$ cat src/rtl/mem_port_arbiter.sv
// rtl/mem_port_arbiter.sv - shares one fixed-latency single-port memory between IF and MEM
// Serialises fetch and load/store accesses; MEM wins ties, bounded by a starvation streak.
module mem_port_arbiter #(
  parameter int ADDR_W     = 32,
  parameter int DATA_W     = 32,
  parameter int MEM_LAT    = 2,
  parameter int STARVE_MAX = 4
) (
  input  logic              Clk,
  input  logic              Reset_n,
  input  logic              IF_Req,
  input  logic [ADDR_W-1:0] IF_Addr,
  output logic              IF_Ready,
  output logic [DATA_W-1:0] IF_Rdata,
  output logic              IF_Stall,
  input  logic              MEM_Req,
  input  logic              MEM_We,
  input  logic [ADDR_W-1:0] MEM_Addr,
  input  logic [DATA_W-1:0] MEM_Wdata,
  output logic              MEM_Ready,
  output logic [DATA_W-1:0] MEM_Rdata,
  output logic              MEM_Stall,
  output logic              Mem_En,
  output logic              Mem_We,
  output logic [ADDR_W-1:0] Mem_Addr,
  output logic [DATA_W-1:0] Mem_Wdata,
  input  logic [DATA_W-1:0] Mem_Rdata,
  output logic              Busy
);

  localparam int CNT_W    = $clog2(MEM_LAT + 1);
  localparam int STREAK_W = $clog2(STARVE_MAX + 1);
  localparam logic [CNT_W-1:0]    CNT_INIT   = CNT_W'(MEM_LAT - 1);
  localparam logic [CNT_W-1:0]    CNT_LAST   = CNT_W'(1);
  localparam logic [STREAK_W-1:0] STREAK_TOP = STREAK_W'(STARVE_MAX);

  typedef enum logic [2:0] {
    S_IDLE,
    S_ISSUE,
    S_WAIT,
    S_CAPTURE,
    S_DONE
  } state_t;

  state_t              state;
  state_t              next_state;
  logic                owner_mem;
  logic                we_q;
  logic [CNT_W-1:0]    lat_cnt;
  logic [STREAK_W-1:0] streak;
  logic                grant;
  logic                grant_mem;
  logic                done_next;

  // MEM is the older instruction, so it wins unless IF has already waited out a full streak.
  always_comb begin
    next_state = state;
    grant      = 1'b0;
    grant_mem  = 1'b0;
    case (state)
      S_IDLE: begin
        if (IF_Req || MEM_Req) begin
          grant      = 1'b1;
          grant_mem  = MEM_Req && !(IF_Req && (streak == STREAK_TOP));
          next_state = S_ISSUE;
        end
      end
      S_ISSUE: begin
        if (we_q) begin
          next_state = S_DONE;
        end else if (MEM_LAT > 1) begin
          next_state = S_WAIT;
        end else begin
          next_state = S_CAPTURE;
        end
      end
      S_WAIT: begin
        if (lat_cnt == CNT_LAST) begin
          next_state = S_CAPTURE;
        end
      end
      S_CAPTURE: next_state = S_DONE;
      S_DONE:    next_state = S_IDLE;
      default:   next_state = S_IDLE;
    endcase
  end

  assign done_next = (next_state == S_DONE);

  always_ff @(posedge Clk or negedge Reset_n) begin
    if (!Reset_n) begin
      state <= S_IDLE;
    end else begin
      state <= next_state;
    end
  end

  always_ff @(posedge Clk or negedge Reset_n) begin
    if (!Reset_n) begin
      owner_mem <= 1'b0;
      we_q      <= 1'b0;
      lat_cnt   <= '0;
      streak    <= '0;
    end else begin
      if (grant) begin
        owner_mem <= grant_mem;
        we_q      <= grant_mem & MEM_We;
        if (grant_mem && IF_Req) begin
          if (streak != STREAK_TOP) begin
            streak <= streak + 1'b1;
          end
        end else begin
          streak <= '0;
        end
      end
      if (state == S_ISSUE) begin
        lat_cnt <= CNT_INIT;
      end else if (state == S_WAIT) begin
        lat_cnt <= lat_cnt - 1'b1;
      end
    end
  end

  // Request fields are copied at grant so later requester changes cannot disturb the access.
  always_ff @(posedge Clk or negedge Reset_n) begin
    if (!Reset_n) begin
      Mem_En    <= 1'b0;
      Mem_We    <= 1'b0;
      Mem_Addr  <= '0;
      Mem_Wdata <= '0;
    end else begin
      Mem_En <= grant;
      Mem_We <= grant & grant_mem & MEM_We;
      if (grant) begin
        Mem_Addr  <= grant_mem ? MEM_Addr : IF_Addr;
        Mem_Wdata <= grant_mem ? MEM_Wdata : '0;
      end
    end
  end

  always_ff @(posedge Clk or negedge Reset_n) begin
    if (!Reset_n) begin
      IF_Ready  <= 1'b0;
      MEM_Ready <= 1'b0;
      IF_Rdata  <= '0;
      MEM_Rdata <= '0;
    end else begin
      IF_Ready  <= done_next & ~owner_mem;
      MEM_Ready <= done_next & owner_mem;
      if (state == S_CAPTURE) begin
        if (owner_mem) begin
          MEM_Rdata <= Mem_Rdata;
        end else begin
          IF_Rdata <= Mem_Rdata;
        end
      end
    end
  end

  assign IF_Stall  = IF_Req & ~IF_Ready;
  assign MEM_Stall = MEM_Req & ~MEM_Ready;
  assign Busy      = (state != S_IDLE);

endmodule

$ cat config.mk
export PLATFORM = sky130hd
export DESIGN_NAME = mem_port_arbiter
export DESIGN_NICKNAME = d
export VERILOG_FILES = /design/src/rtl/mem_port_arbiter.sv
export SDC_FILE = /design/constraint.sdc
export NUM_CORES = 1
export LEC_CHECK = 0
export BUFFER_PORTS_ARGS = -buffer_cell sky130_fd_sc_hd__buf_2
export CAP_MARGIN = 25
export CORE_MARGIN = 2
export CORE_UTILIZATION = 40
export CTS_CLUSTER_SIZE = 8
export DETAILED_ROUTE_END_ITERATION = 6
export PLACE_DENSITY = 0.71
export SKIP_CTS_REPAIR_TIMING = 1
export SYNTH_ARGS = -nofsm -noshare
export SYNTH_HDL_FRONTEND = slang
export SYNTH_SLANG_ARGS = --single-unit
$ cat constraint.sdc
create_clock -name Clk -period 1.9 [get_ports Clk]
set_clock_uncertainty 0.2 [all_clocks]
set_input_delay 0.19 -clock Clk [delete_from_list [all_inputs] [get_ports Clk]]
set_output_delay 0.19 -clock Clk [all_outputs]
set_load 0.03 [all_outputs]
Word level (Yosys, flattened, before mapping). Index checks and enable logic that the tools add are counted.

Bits in registers: 142. Bits of input ports: 133. Output and inout port bits: 135. Word-level logic and storage cells: 58.

$add $sub $neg: 2. Equal/unequal tests: 8. Multiplexer cells: 14. Bitwise logic cells: 10. Reductions and logical operators: 11.

Operators by type and width (count): $mux 32 (2); $mux 3 (5); $pmux 3 s4 (1); $and 1x1->1 (7); $eq 3x2->1 const B (2); $eq 3x3->1 const B (2); $reduce_and 2->1 (3); $mux 1 (4); $mux 2 (2); $add 3x1->3 const B (1); $eq 3x1->1 const B (1); $logic_and 1x1->1 (3); $logic_not 3->1 (1); $ne 3x3->1 const B (1); $not 1->1 (3); $reduce_bool 3->1 (1); $eq 2x1->1 const B (1); $ne 2x1->1 const B (1); $reduce_bool 2->1 (1); $sub 2x1->2 const B (1); $logic_not 1->1 (1); $logic_or 1x1->1 (1).

Longest topological paths before layout. Gate-level depths: netlist of run 1.

Word-level depth: 9. Gate-level depth with buffers: 7. Mapped depth without buffers: 5.

Least setup slack after synthesis of run 1. OpenSTA, ideal clock, no wires.

Path type: flip-flop to flip-flop. Start: reg state[0]. End: reg Mem_Addr[27]. Library setup time: 129 ps. Arrival: 1492 ps. Data required time: 1571 ps. Slack: 79 ps. Cell stages (with the launch flop): 7. Buffers on the path: 2. Period minus slack after synthesis: 1821 ps. Cells stage by stage: dfrtp_1 buf_4 nor3_4 inv_2 clkbuf_1 o21ai_0 o31ai_1.

Word-level cells in the longest chain between the ends: 3. Elaborated cells on any way between the ends: 4. Classes of those cells: mux: 3; reduce/logical: 1.

RTL lines: start: declaration (RTL line 45) `state_t state;`; start signal: assignment (RTL line 94) `state <= next_state;`; $logic_not 3->1 * (RTL line 60) `case (state)`; $mux 1 (RTL line 60); $mux 32 (RTL line 135) `Mem_Addr <= grant_mem ? MEM_Addr : IF_Addr;`; end signal: assignment (RTL line 135); end: declaration (RTL line 25) `output logic [ADDR_W-1:0] Mem_Addr,`.

Every way passes the cells marked *; elsewhere a longest branch is shown, timed or not. A chain may end at the register's enable or synchronous reset.

Final worst setup path of run 1.
Start: reg state[2]. End: reg Mem_Addr[21].

Same word-level chain as after synthesis.

==> results of run 1 <==
==> logic make-up after synthesis <==
family,after synthesis,share of synthesized area [%]
flops,142,59.97
compound gates,140,16.39
mux,65,12.33
simple gates,55,6.567
buf+inv,50,4.117
fa+ha+maj,3,0.6335
==> power by group through the flow <==
| stage | sequential, uW | combinational (uW) | clock (uW) |
|---|---|---|---|
| 2_1_floorplan | 7800 | 2760 | 0 |
| 3_3_place_gp | 5200 | 7500 | 0 |
| 3_5_place_dp | 5260 | 7700 | 0 |
| 4_1_cts | 5250 | 7680 | 3230 |
| 5_1_grt | 5440 | 8640 | 3360 |
| 6_report | 5270 | 8160 | 3150 |
==> cell type report <==
type / count / area, um^2
multi-input cells: 263 / 2150
well taps: 184 / 230.2
repair inverters: 1 / 5.005
clock inverters: 9 / 85.08
repair buffers: 425 / 2959
inverters: 6 / 27.53
fillers: 1050 / 4990
flip-flops and latches: 142 / 3555
clock buffers: 23 / 478.0
==> flip-flops by register name (all words and copies together) (netlist names), 2 cells and up <==
register and cells:
state 3, IF_Rdata 32, Mem_Wdata 32, Mem_Addr 32, lat_cnt 2, streak 3, MEM_Rdata 32
==> critical path: cells and delay by family, from the launching register on <==
kind	cells	cell delay (ns)
DFF	1	0.42
buffers and inverters	2	0.38
AOI/OAI and AO/OA	2	0.38
and+or+nand+nor	1	0.31
==> cell usage after synthesis (2+ instances only) <==
cell	count	area, um^2
nor3b_1	34	255.2
ha_1	3	37.54
o21ai_1	7	35.03
and3_1	2	12.51
a21oi_1	2	10.01
clkbuf_1	20	75.07
nand2_1	3	11.26
mux2_1	2	22.52
a22o_1	34	297.8
inv_1	5	18.77
buf_4	3	22.52
nor2_1	4	15.01
nor2b_1	5	31.28
o22ai_1	2	12.51
buf_6	3	33.78
and2_1	2	12.51
buf_2	18	90.09
o31ai_1	32	240.2
o21ai_0	25	125.1
a31oi_1	33	206.5
mux2_2	62	698.2
dfrtp_1	142	3553
==> worst paths after layout <==
| kind | endpoint | slack, ns | cells past startpoint |
|---|---|---|---|
| max in group asynchronous | Mem_Addr[30] | 0.78 | 3 |
| worst min register to register | IF_Rdata[6] | 0.28 | 1 |
| min in group asynchronous | MEM_Rdata[4] | 0.08 | 2 |
| worst max-delay path | Mem_Addr[21] | 0.06 | 5 |
| worst min-delay path | Mem_Addr[23] | 0.02 | 4 |
| worst max register to register | Mem_Addr[21] | 0.06 | 5 |
==> layer usage <==
metal	GRT usage, %	up-vias	wire, um
li1	-	2516	-
met1	24.89	2743	7138
met2	32.11	301	9626
met3	4.588	46	1134
met4	7.647	0	512
met5	0	-	0
==> stage by stage <==
step                      TNS [ns]  setup WS, ns  power [uW]  area, um^2  hold slack, ns
final                            0       0.06351       16570        9489         0.01769
after floorplan                  0       0.07939       10560        5926         -0.3056
after global placement           0        0.1449       12700        7523        -0.06371
after CTS                  -0.2722       -0.2722       16160        8087         -0.4986
after global routing      -0.01947      -0.01412       17440        9489         0.01819
after detailed placement         0       0.06370       12960        7523        -0.05267
==> results.toml, run 1 <==
[run_status]
outcome = "complete, no violations"

[drt]
antenna_left = 0
drt_wl_total_um = 18410
wl_per_cell_um = 17.48
route.detailed.drc = 0
drt_iter0_markers = 335
vias_per_cell = 5.324
drt-pass1-iter-count = 4
num_vias = 5606

[clocking]
clk_pin_slew_ns = 0.06
clkSinkCount = 142
cts_tree = "built"
clockBufferDepth = 2
cts_buffers = 17
cts-root-buf = "clkbuf_16"
ctsHtreeMaxLevel = 4
clk_latency_ns = 0.41

[synthesis]
seq_area_frac_synth_pct = 59.97
netlist_area_um2 = 5926
synth_edf_count = 0
synth.distinct_cells = 34
ys.warnings.count = 0
avgSynthCellArea_um2 = 13.02
synth-seq-cells = 142
ys_async_sr_fraction_pct = 100.0
synth_flop_cell = "dfrtp_1"
syn_inst = 455
syn_nets = 591

[power_and_ir_drop]
p_sw_share_pct = 43.58
irDropWorstVdd_v = 0.0009306
pwr-share-seq_pct = 31.8
p_int_uw = 9352
power_frac_clock_pct = 19.0
leakage_uw = 0.004528
power_switching_uw = 7222
power_frac_comb_pct = 49.2
powerDensity_nw_per_um2 = 1747

[timing]
hold_violations = 0
fmax_ghz = 0.5445
slew_headroom_pct = 70.14
finalSetupViolations = 0
slew_violations = 0
worst_pin_slew_ns = 0.4478
fin_crit_sh_pct = 96.66
finalCriticalPeriod_ns = 1.836

[placed_design]
routabilityCongestion = 0.8204
dpl.hpwl_um = 10810
port-buffer-count = 267
dpl.cell_count = 881

[floorplanning]
die_x_um = 125.7
die_y_um = 125.7
io_pins = 268
start_util_pct = 40.93
rows = 44
coreArea_um2 = 14480
die_area_um2 = 15800

[finish]
layout_common_cells = "buf_2 (266), dfrtp_1 (141), dlygate4sd3_1 (131)"
fin_util_pct = 65.54
final_common_cell = "buf_2"
antennaDiodeCount = 0
area_delta_synth_final_pct = 60.14
nNetsFinal = 992
fin_cells = 1053
final_layout_size_suffix_gt1_share_pct = 45.22

[worst_setup_path]
cpMaxStageDelayCell = "dfrtp_2"
worstSetupEndpointType = "flop"
path_max_fanout = 70
crit_path_start_kind = "flop"
slowest_delay_ns = 0.42
critPathLaunch = "state[2]"
crit_type = "flop to flop"
worstPathRequired_ns = 1.99
cp_data_arrival_time_ns = 1.93
timing.rr.start = "state[2]"
crit_chain = "nor3_4 -> buf_4 -> o21ai_4 -> buf_12 -> o31ai_1"

[global_route]
grt_pass1_vias = 4862
grtUsageTotal_pct = 19.44
grt_pass1_wl_um = 24770
antenna_found_initial = 0
grt_max_degree = 71
gr-total-overflow = 0

[worst_hold_path]
hp-class = "primary input to flop"
hold_start = "MEM_Req"

[run]
drv_cap = 0
Power figures use the tool's default switching activity.
==> run 2: changes to the inputs <==
Settings changed: CORE_MARGIN 2 to not set, HOLD_SLACK_MARGIN set to 0.03.
==> run 2 against run 1 <==
Compared with the run above: non-clock buffer count unchanged; critical path depth did not move; critical endpoint is now Mem_Addr[28]; die area shrank 3.2%; largest cell class unchanged.
==> results.toml, run 2 (same netlist as run 1, synthesis figures left out) <==
[worst_setup_path]
cpMaxStageDelayCell = "dfrtp_2"
crit_path_start_kind = "flop"
r2r_cells = 5
crit_chain = "nor3_4 -> buf_4 -> o21ai_4 -> clkbuf_16 -> o31ai_1"
crit_type = "flop to flop"
reg2reg_slack_ns = 0.03
worstSetupEndpointType = "flop"
slowest_delay_ns = 0.43
cp-endpoint = "Mem_Addr[28]"
r2r_end = "Mem_Addr[28]"
critPathLaunch = "state[1]"
timing.rr.start = "state[1]"
cp_data_arrival_time_ns = 1.97
worstPathRequired_ns = 2.00
path_max_fanout = 14

[clocking]
cts_buffers = 17
cts-root-buf = "clkbuf_16"
ctsHtreeMaxLevel = 4
clockBufferDepth = 2
clk_pin_slew_ns = 0.06
cts_tree = "built"
clk_latency_ns = 0.41
clkSinkCount = 142

[drt]
drt_iter0_markers = 350
num_vias = 5507
wl_per_cell_um = 17.07
highest_layer = "met4"
drt-pass1-iter-count = 5
route.detailed.drc = 0
met2_length_um = 9136
vias_per_cell = 5.230
routed-wl-met3_um = 1176
antenna_left = 0
wl_met1_um = 7162
drt_wl_total_um = 17980

[finish]
fin_util_pct = 66.52
fin_cells = 1053
n_fill_cell = 996
antennaDiodeCount = 0
final_common_cell = "buf_2"
area_delta_synth_final_pct = 62.54
nNetsFinal = 992
layout_common_cells = "buf_2 (266), dfrtp_1 (141), dlygate4sd3_1 (132)"
final_layout_size_suffix_gt1_share_pct = 46.14

[placed_design]
routabilityCongestion = 0.7630
dpl.hpwl_um = 10440
port-buffer-count = 267
place_ws_ns = 0.05337
dpl.cell_count = 879

[timing]
worst_pin_slew_ns = 0.4276
hold_violations = 0
rsz0062_at_grt = "true"
slew_violations = 0
finalSetupViolations = 0
slew_headroom_pct = 71.49
finalSetupTns_ns = 0
fmax_ghz = 0.5355
fin_crit_sh_pct = 98.28
finalCriticalPeriod_ns = 1.867
worst_slack_ns = 0.03265

[global_route]
gr-total-overflow = 0
antenna_found_initial = 0
grt_pass1_vias = 4631
grt_max_degree = 67
grtUsageTotal_pct = 19.28
grt_pass1_wl_um = 22750

[floorplanning]
start_util_pct = 40.93
die_area_um2 = 15310
coreArea_um2 = 14480
die_x_um = 123.7
io_pins = 268
die_y_um = 123.7
rows = 44

[power_and_ir_drop]
powerDensity_nw_per_um2 = 1785
power_switching_uw = 7317
p_total_uw = 17200
p_sw_share_pct = 42.54
p_int_uw = 9881
pwr-share-seq_pct = 30.6
power_frac_comb_pct = 48.4
power_frac_clock_pct = 21.0
irDropWorstVdd_v = 0.001120
leakage_uw = 0.004590

[worst_hold_path]
hp-class = "primary input to flop"

[run]
drv_cap = 0

[run_status]
outcome = "complete, no violations"
## run 2: changes by cell type in the layout (fill, tap and decap cells not counted), sizes merged
cell         previous run  this run
bufinv                  1         4
inv                     6         8
buf                   294       292
clkinvlp                3         2
clkbuf                 23        21
clkinv                  6         5
dlygate4sd3           131       132
## run 2: worst min path at each step
| stage | from | endpoint | slack [ns] | depth (start not counted) |
|---|---|---|---|---|
| after global placement | Reset_n | MEM_Rdata[9] | -0.06 | 1 |
| after CTS | Reset_n | IF_Rdata[9] | -0.50 | 1 |
| after floorplan | Reset_n | IF_Rdata[0] | -0.31 | 0 |
| after detailed placement | Reset_n | IF_Rdata[9] | -0.05 | 1 |
| after global routing | IF_Req | streak[1] | 0.03 | 2 |
| final | IF_Req | streak[1] | 0.01 | 2 |
## run 2: stage by stage
step | area, um^2 | hold slack (ns)
final | 9632 | 0.01268
after global routing | 9632 | 0.03435
after CTS | 8168 | -0.5006
after detailed placement | 7521 | -0.05255
after global placement | 7521 | -0.06361
after floorplan | 5926 | -0.3056
## run 2: per-layer routing
metal  track usage (%)  vias to the layer above
met1             24.96                     2680
met3             4.533                       44
met5                 0                        -
met2             30.38                      270
li1                  -                     2513
met4             9.337                        0
## run 2: power groups by stage
stage          Combinational, uW  Sequential, uW  Clock [uW]
2_1_floorplan               2760            7800           0
3_3_place_gp                7590            5190           0
4_1_cts                     7750            5240        3660
5_1_grt                     8830            5430        3810
3_5_place_dp                7750            5250           0
6_report                    8320            5260        3620
## run 2: worst max-delay path: cells and delay by family, from the launching register on
| kind | cells | cell delay, ns |
|---|---|---|
| AND/OR/NAND/NOR | 1 | 0.32 |
| buffers and inverters | 2 | 0.40 |
| AO/OA/AOI/OAI | 2 | 0.40 |
| flip-flops | 1 | 0.43 |
## run 2: area by class of cell
cell class | count | area (um^2) | area share, %
sequential | 142 | 3555 | 36.91
timing repair buffer | 425 | 2992 | 31.06
multi-input combinational | 263 | 2176 | 22.59
clock buffer | 20 | 466.7 | 4.845
tap | 184 | 230.2 | 2.390
clock inverter | 12 | 180.2 | 1.871
inverter | 6 | 27.53 | 0.2858
timing repair inverter | 1 | 5.005 | 0.05196
==> run 3: changes to the inputs <==
Settings changed: BUFFER_PORTS_ARGS -buffer_cell sky130_fd_sc_hd__buf_2 to -buffer_cell sky130_fd_sc_hd__buf_4, CORE_ASPECT_RATIO set to 1.75.
==> run 3 against run 2 <==
Compared with the run above: the run now ends with negative setup slack left; via count is 2.5% higher; clock power is 6.9% lower; worst setup slack worse by 0.10 ns; worst hold slack better by 0.053 ns; sequential share of layout area is 2.1 points lower; highest routed layer unchanged; first-iteration DRC count is 33% lower; count of clock-buffer cells in the layout is 3 higher.
==> results.toml, run 3 (same netlist as run 1, synthesis figures left out) <==
[worst_setup_path]
slowest_delay_ns = 0.43
path_common_cell = "buf_4"
critPathLaunch = "state[2]"
worstSetupEndpointType = "flop"
r2r_cells = 6
timing.rr.start = "state[2]"
worstPathRequired_ns = 1.96
crit_path_start_kind = "flop"
cpLargestDelayFamily = "buffers and inverters"
cpMaxStageDelayCell = "dfrtp_2"
cp_num_buf_inv = 3
cp_data_arrival_time_ns = 2.03
reg2reg_slack_ns = -0.07
path_depth = 6
path_max_fanout = 8
r2r_end = "Mem_Addr[31]"
cp-endpoint = "Mem_Addr[31]"
crit_type = "flop to flop"
crit_chain = "nor3_4 -> clkinv_4 -> buf_4 -> buf_4 -> o21ai_0 -> o31ai_1"

[clocking]
cts_tree = "built"
clk_latency_ns = 0.40
clk_pin_slew_ns = 0.06
ctsHtreeMaxLevel = 4
cts-root-buf = "clkbuf_16"
clkSinkCount = 142
cts_buffers = 17
clockBufferDepth = 2

[floorplanning]
io_pins = 268
coreArea_um2 = 14440
start_util_pct = 41.03
rows = 58
die_y_um = 163.0
die_area_um2 = 15320
die_x_um = 94.01

[timing]
holdWs_ns = 0.06562
finalSetupViolations = 1
fmax_ghz = 0.5074
hold_violations = 0
worst_pin_slew_ns = 0.4816
fin_crit_sh_pct = 103.7
worst_slack_ns = -0.07091
slew_violations = 0
slew_headroom_pct = 67.86
finalCriticalPeriod_ns = 1.971

[drt]
vias_per_cell = 5.358
wl_per_cell_um = 18.33
antenna_left = 0
drt_iter0_markers = 235
route.detailed.drc = 0
num_vias = 5642
drt_wl_total_um = 19300
drt-pass1-iter-count = 6

[placed_design]
port-buffer-count = 267
routabilityCongestion = 0.8281
dpl.hpwl_um = 12050
dpl.cell_count = 881

[finish]
layout_common_cells = "buf_4 (287), dfrtp_1 (141), dlygate4sd3_1 (131)"
final_common_cell = "buf_4"
multi_input_area_um2 = 2145
seq_area_um2 = 3555
area_delta_synth_final_pct = 72.23
nNetsFinal = 996
n_fill_cell = 939
fin_cells = 1053
final_layout_size_suffix_gt1_share_pct = 45.18

[global_route]
antenna_found_initial = 1
grt_pass1_vias = 5112
grt_pass1_wl_um = 25690
gr-total-overflow = 0
grt_max_degree = 41
grtUsageTotal_pct = 21.99

[run]
drv_cap = 0

[power_and_ir_drop]
leakage_uw = 0.004758
powerDensity_nw_per_um2 = 1752
irDropWorstVdd_v = 0.0009617

[run_status]
outcome = "finished, violations left"
violations = "negative setup slack"

[worst_hold_path]
hp-class = "primary input to flop"
run 3: cell types whose count changed in the layout (fill, tap and decap cells not counted), sizes merged:
cell / before / now
buf: 292 / 298
clkbuf: 21 / 23
inv: 8 / 6
bufinv: 4 / 3
clkinvlp: 2 / 1
diode: 0 / 1
dlygate4sd3: 132 / 131
run 3: worst register-to-register path, delay by kind of cell (launching register included):
| kind | cells | cell delay [ns] |
|---|---|---|
| and+or+nand+nor | 1 | 0.32 |
| DFF | 1 | 0.43 |
| buffers and inverters | 3 | 0.46 |
| AOI/OAI and AO/OA | 2 | 0.43 |
run 3: worst min-delay path by stage:
stage          startpoint           end  depth (start not counted)
4_1_cts           Reset_n  Mem_Addr[13]                          1
2_1_floorplan     Reset_n   IF_Rdata[0]                          0
6_report          MEM_Req  Mem_Addr[11]                          4
3_3_place_gp      Reset_n   Mem_Addr[6]                          1
5_1_grt           Reset_n  Mem_Addr[13]                          2
3_5_place_dp      Reset_n   Mem_Addr[8]                          1
run 3: metrics by stage:
step | setup WS (ns) | instance area (um^2) | power (uW) | util, % | TNS, ns
final | -0.07091 | 10210 | 17880 | 70.67 | -0.07091
after global routing | -0.1349 | 10210 | 18710 | 70.67 | -0.3218
after CTS | -0.3189 | 8810 | 17420 | 61.00 | -0.3189
after detailed placement | 0.06991 | 8209 | 13990 | 56.84 | 0
after global placement | 0.1090 | 8194 | 13730 | 56.74 | 0
after floorplan | 0.07939 | 5926 | 10560 | - | 0
run 3: power breakdown:
group / internal, uW / switching (uW)
logic: 3860 / 5360
clock network: 2140 / 1220
registers: 4470 / 832
run 3: layout make-up:
type | count | area share [%]
tap | 180 | 2.207
timing repair buffer | 429 | 35.72
multi-input combinational | 263 | 21.01
clock inverter | 8 | 1.300
inverter | 6 | 0.2697
sequential | 142 | 34.83
antenna | 1 | 0.02452
timing repair inverter | 1 | 0.04904
clock buffer | 23 | 4.585
run 3: per-layer routing:
layer | GRT usage (%) | routed length [um] | up-vias
li1 | - | - | 2500
met1 | 23.86 | 6571 | 2727
met2 | 38.39 | 10300 | 316
met3 | 4.795 | 1216 | 99
met4 | 13.43 | 1215 | 0
met5 | 0 | 0 | -
